$ cat src/rtl/mux21_rr_arb.sv
// Two-requester round-robin arbiter that drives a shared 2:1 data mux.
// One requester owns the output at a time. Ownership passes to the other
// requester when the owner stops requesting, or when the owner has used up
// its burst allowance (HOLD_MAX transfers) while the other side is waiting.
// The mux select is a registered copy of the ownership state. The data
// path, valid and grant strobes are combinational from that state.

module mux21_rr_arb #(
    parameter int WIDTH    = 8,
    parameter int HOLD_MAX = 4
) (
    input  logic             clk,
    input  logic             rst_n,
    input  logic             req0,
    input  logic             req1,
    input  logic [WIDTH-1:0] inp0,
    input  logic [WIDTH-1:0] inp1,
    input  logic             out_ready,
    output logic [WIDTH-1:0] outp,
    output logic             out_valid,
    output logic             sel,
    output logic             gnt0,
    output logic             gnt1
);

    typedef enum logic [1:0] {
        IDLE = 2'd0,
        OWN0 = 2'd1,
        OWN1 = 2'd2
    } state_e;

    // Burst limit as a 4-bit constant that matches the counter width.
    localparam logic [3:0] HOLD_C = 4'(HOLD_MAX);

    state_e     state_q, state_d;
    logic [3:0] cnt_q, cnt_d;
    logic       last_q, last_d;   // requester index that last took ownership
    logic       sel_q, sel_d;

    logic       own_req_s;        // the current owner is still requesting
    logic       oth_req_s;        // the non-owner is requesting
    logic       xfer_s;           // a word moves downstream this cycle
    logic [3:0] cnt_inc_s;        // counter after one transfer, saturated
    logic [3:0] cnt_adv_s;        // counter after this cycle's activity

    // Select which request belongs to the owner and which to the other side.
    always_comb begin
        own_req_s = 1'b0;
        oth_req_s = 1'b0;
        case (state_q)
            OWN0: begin
                own_req_s = req0;
                oth_req_s = req1;
            end
            OWN1: begin
                own_req_s = req1;
                oth_req_s = req0;
            end
            default: begin
                own_req_s = 1'b0;
                oth_req_s = 1'b0;
            end
        endcase
    end

    // Shared data path, valid and grant strobes, all derived from the state.
    always_comb begin
        outp      = sel_q ? inp1 : inp0;
        out_valid = ((state_q == OWN0) & req0) | ((state_q == OWN1) & req1);
        xfer_s    = out_valid & out_ready;
        gnt0      = xfer_s & (state_q == OWN0);
        gnt1      = xfer_s & (state_q == OWN1);
        sel       = sel_q;
    end

    // Burst counter advance. The counter saturates at the hold limit.
    always_comb begin
        if (cnt_q >= HOLD_C) begin
            cnt_inc_s = HOLD_C;
        end else begin
            cnt_inc_s = cnt_q + 4'd1;
        end
        if (xfer_s) begin
            cnt_adv_s = cnt_inc_s;
        end else begin
            cnt_adv_s = cnt_q;
        end
    end

    // Next ownership, burst count and last-owner bookkeeping.
    always_comb begin
        state_d = state_q;
        cnt_d   = cnt_q;
        last_d  = last_q;
        case (state_q)
            IDLE: begin
                // When both request, the side that did not own last time wins.
                if (req0 & req1) begin
                    if (last_q) begin
                        state_d = OWN0;
                        last_d  = 1'b0;
                    end else begin
                        state_d = OWN1;
                        last_d  = 1'b1;
                    end
                    cnt_d = 4'd0;
                end else if (req0) begin
                    state_d = OWN0;
                    last_d  = 1'b0;
                    cnt_d   = 4'd0;
                end else if (req1) begin
                    state_d = OWN1;
                    last_d  = 1'b1;
                    cnt_d   = 4'd0;
                end else begin
                    state_d = IDLE;
                    cnt_d   = 4'd0;
                end
            end
            OWN0, OWN1: begin
                if (!own_req_s) begin
                    // The owner released the output. Hand over, or go idle.
                    if (oth_req_s) begin
                        state_d = (state_q == OWN0) ? OWN1 : OWN0;
                        last_d  = (state_q == OWN0) ? 1'b1 : 1'b0;
                        cnt_d   = 4'd0;
                    end else begin
                        state_d = IDLE;
                        cnt_d   = 4'd0;
                    end
                end else if (xfer_s && (cnt_adv_s == HOLD_C) && oth_req_s) begin
                    // The burst allowance is used up and the other side waits.
                    state_d = (state_q == OWN0) ? OWN1 : OWN0;
                    last_d  = (state_q == OWN0) ? 1'b1 : 1'b0;
                    cnt_d   = 4'd0;
                end else begin
                    // Keep ownership. A stall leaves the counter unchanged.
                    state_d = state_q;
                    cnt_d   = cnt_adv_s;
                end
            end
            default: begin
                state_d = IDLE;
                cnt_d   = 4'd0;
                last_d  = 1'b1;
            end
        endcase
    end

    // The select follows the next state, so it registers together with it.
    always_comb begin
        if (state_d == OWN1) begin
            sel_d = 1'b1;
        end else begin
            sel_d = 1'b0;
        end
    end

    // Arbiter state register. last_q resets to 1 so that requester 0 wins
    // the first tie after reset.
    always_ff @(posedge clk or negedge rst_n) begin
        if (!rst_n) begin
            state_q <= IDLE;
            cnt_q   <= 4'd0;
            last_q  <= 1'b1;
            sel_q   <= 1'b0;
        end else begin
            state_q <= state_d;
            cnt_q   <= cnt_d;
            last_q  <= last_d;
            sel_q   <= sel_d;
        end
    end

    mux21_rr_arb_chk #(
        .HOLD_MAX (HOLD_MAX)
    ) u_chk (
        .clk_i       (clk),
        .rst_n_i     (rst_n),
        .gnt0_i      (gnt0),
        .gnt1_i      (gnt1),
        .sel_i       (sel_q),
        .out_valid_i (out_valid),
        .state_i     (state_q),
        .cnt_i       (cnt_q)
    );

endmodule

// Invariant checker for the arbiter. It only observes and drives nothing.
module mux21_rr_arb_chk #(
    parameter int HOLD_MAX = 4
) (
    input logic       clk_i,
    input logic       rst_n_i,
    input logic       gnt0_i,
    input logic       gnt1_i,
    input logic       sel_i,
    input logic       out_valid_i,
    input logic [1:0] state_i,
    input logic [3:0] cnt_i
);

    localparam logic [3:0] HOLD_C = 4'(HOLD_MAX);

    a_hold_range: assert property (@(posedge clk_i)
        (HOLD_MAX >= 1) && (HOLD_MAX <= 15));

    a_one_grant: assert property (@(posedge clk_i) disable iff (!rst_n_i)
        !(gnt0_i && gnt1_i));

    a_grant_valid: assert property (@(posedge clk_i) disable iff (!rst_n_i)
        (gnt0_i || gnt1_i) |-> out_valid_i);

    a_cnt_sat: assert property (@(posedge clk_i) disable iff (!rst_n_i)
        cnt_i <= HOLD_C);

    a_sel_state: assert property (@(posedge clk_i) disable iff (!rst_n_i)
        sel_i == (state_i == 2'd2));

    a_state_legal: assert property (@(posedge clk_i) disable iff (!rst_n_i)
        state_i != 2'd3);

endmodule

$ cat config.mk
export PLATFORM = sky130hd
export DESIGN_NAME = mux21_rr_arb
export DESIGN_NICKNAME = d
export VERILOG_FILES = /design/src/rtl/mux21_rr_arb.sv
export SDC_FILE = /design/constraint.sdc
export NUM_CORES = 1
export LEC_CHECK = 0
export BUFFER_PORTS_ARGS = -buffer_cell sky130_fd_sc_hd__buf_2
export CORE_MARGIN = 1
export CORE_UTILIZATION = 45
export DETAILED_ROUTE_END_ITERATION = 8
export GPL_TIMING_DRIVEN = 0
export MAX_ROUTING_LAYER = met4
export PLACE_DENSITY = 0.77
export SYNTH_ARGS = -nofsm -noshare
export SYNTH_HDL_FRONTEND = slang
export SYNTH_SLANG_ARGS = --single-unit
export TNS_END_PERCENT = 20
$ cat constraint.sdc
create_clock -name clk -period 4.2 [get_ports clk]
set_input_delay 0.21 -clock clk [delete_from_list [all_inputs] [get_ports clk]]
set_output_delay 0.21 -clock clk [all_outputs]
set_load 0.02 [all_outputs]
==> flow_summary.json <==
{
  "critPathRequiredTime_ps": 3990,
  "yosysWarningCount": 0,
  "wl_mm": 1.52,
  "critPathSlowestCell": "dfrtp_1",
  "drt_iter0_markers": 14,
  "dp_hpwl_mm": 1.25,
  "htree_num_levels": 1,
  "cts_tree": "yes",
  "clock-sinks": 8,
  "antenna_cells": 0,
  "gp_congestion": 0.756,
  "cts_resized": 0,
  "crit_arrival_ps": 1700,
  "cts-buffers-inserted": 3,
  "finalMaxSlewViolations": 0,
  "cp.depth": 6,
  "synth_area_sq_um": 701,
  "ctsRootBufferMaster": "clkbuf_4",
  "clkTransAtPathRegs_ps": 50,
  "hold_depth": 3,
  "tightest_slew_ps": 408,
  "irDropWorstVdd_mv": 0.434,
  "synthFlopType": "dfrtp_1",
  "pwr_density_cell_mw_per_mm2": 529,
  "die_h_um": 41.5,
  "clk-insertion-delay-late_ps": 250,
  "vias": 690,
  "core_sq_mm": 0.00137,
  "yosysSeqAreaShare": 0.288,
  "grt-ovfl-total": 0,
  "die_x_um": 41.5,
  "crit_chain": "inv_1 -> ha_1 -> a22o_4 -> nand2_1 -> nor2_1 -> buf_2",
  "grt_first_pass_wirelength_mm": 2.74,
  "numPortBuffers": 32,
  "grtUsageTotal": 0.204,
  "crit_buf_inv": 2,
  "wl_per_cell_um": 12.1,
  "fmax_ghz": 0.522,
  "synthToLayoutAreaGrowth_pct": 30.7,
  "vias_per_cell": 5.48,
  "fillCellCount": 118,
  "period_share": 0.456,
  "antenna_found_initial": 0,
  "ios": 33,
  "finalSetupTns_ps": 0,
  "finClkSkew_ps": 1.19,
  "grt_pass1_vias": 687,
  "drt_pass1_iterations": 4,
  "synth_edf_count": 0,
  "avgSynthCellArea_sq_um": 9.47,
  "ant_nets": 0,
  "grt_setup_unrepaired": "false",
  "cpPeakStageDelay_ps": 400,
  "dp_cells": 121,
  "finalSetupViolations": 0,
  "die-area_sq_mm": 0.00172,
  "leakagePower_nw": 0.457,
  "ys_ff_latch": 8,
  "syn-num-nets": 100,
  "drive_above_1_share": 0.459,
  "end_kind": "primary output",
  "fin_nets": 138,
  "maxSlewHeadroom": 0.728,
  "initial_utilization": 0.513,
  "synth_cells": 74,
  "hold_violations": 0,
  "synth_cell_types": 30,
  "finalCriticalPeriod_ps": 1910,
  "drcViolationCount": 0,
  "cts_buffer_depth": 2,
  "r2r_cells": 7,
  "critical_path_class": "register to primary output",
  "cp_top_family": "flip-flops",
  "instances_no_fill": 126,
  "worstHoldPathType": "input pin to register",
  "drv_cap": 0,
  "setup.worst_path.start_class": "register",
  "grt_max_degree": 9,
  "path_max_fanout": 7,
  "status": "completed",
  "async_reset_ff_frac": 1.00,
  "core.rowCount": 13
}
[worst min-delay path, delay by kind of cell]
kind | cells | cell delay (ps)
compound gates | 1 | 60
simple gates | 1 | 70
buf+inv | 1 | 140
[synth_stat cells (all sizes together), types with 2 or more instances]
| master | instances | area share |
|---|---|---|
| mux2 | 8 | 0.13 |
| dfrtp | 7 | 0.25 |
| nand2 | 7 | 0.048 |
| a21oi | 6 | 0.043 |
| inv | 6 | 0.032 |
| nor2 | 6 | 0.032 |
| o21ai | 6 | 0.048 |
| ha | 5 | 0.089 |
| a31oi | 3 | 0.027 |
| a22o | 2 | 0.038 |
| o211ai | 2 | 0.021 |
| o311ai | 2 | 0.061 |
[layout make-up]
cell class                      instances  area (sq um)  area share
Multi-Input combinational cell         59           473       0.516
Sequential cell                         8           201       0.220
Timing Repair Buffer                   33           170       0.186
Clock buffer                            4          26.3      0.0287
Inverter                                6          22.5      0.0246
Tap cell                               15          18.8      0.0205
Buffer                                  1          3.75     0.00410
[per-stage QoR]
stage	area, sq um	power [mW]	worst slack, ps	hold WS (ps)	util
floorplan	701	0.349	2450	-85.6	-
global placement	880	0.415	2370	59.1	0.644
detailed placement	880	0.421	2360	58.0	0.644
CTS	916	0.486	2280	265	0.670
global route	916	0.530	2160	285	0.670
finish	916	0.485	2290	277	0.670
[power breakdown]
| part | switching (mW) | leakage, nW | internal [mW] |
|---|---|---|---|
| Sequential | 0.0142 | 0.105 | 0.0990 |
| Combinational | 0.183 | 0.336 | 0.128 |
| Clock | 0.0247 | 0.0150 | 0.0362 |
[state kept, by name, indices dropped and copies added (netlist names)]
| register | cells |
|---|---|
| cnt_q | 4 |
| state_q | 2 |
| last_q | 1 |
| sel | 1 |
[kinds of logic (layout without fill, tap and decap cells)]
family	Yosys count	after routing	synth area share
DFF	8	8	0.288
buffers and inverters	7	44	0.0375
adders and majority gates	5	5	0.0893
and+or+nand+nor	21	21	0.155
muxes	8	8	0.129
AOI/OAI and AO/OA	25	25	0.302
[layout by cell type, fill, tap and decap left out, types with 2 or more instances in the layout]
cell,n
ha_1,5
clkbuf_4,3
a21oi_1,6
nor2_1,6
buf_2,32
inv_1,6
o211ai_1,2
a31oi_1,3
o21ai_0,5
mux2_2,8
dfrtp_1,7
clkbuf_1,2
nand2_1,6
[path summary, 6_finish.rpt]
| kind | to | slack, ps | start |
|---|---|---|---|
| setup / recovery | gnt0 | 2290 | state_q[0]$_DFF_PN0_ |
| hold reg to reg | last_q$_DFFE_PN1P_ | 540 | last_q$_DFFE_PN1P_ |
| setup reg to reg | sel$_DFF_PN0_ | 2340 | state_q[0]$_DFF_PN0_ |
| max in group asynchronous | last_q$_DFFE_PN1P_ | 3650 | rst_n |
| min in group asynchronous | cnt_q[0]$_DFF_PN0_ | 320 | rst_n |
| hold / removal | cnt_q[1]$_DFF_PN0_ | 280 | out_ready |
[repair_timing]
item / CTS / global route
hold buffers: 1 / 0
hold endpoints to repair: 7 / 0
setup buffers: 0 / 0
[layer usage]
metal,vias up,routed length (um),GRT usage
met4,0,0,0.0774
li1,350,-,-
met2,34,705,0.325
met3,0,133,0.0478
met5,-,0,-
met1,306,684,0.251
Power figures use the tool's default switching activity.
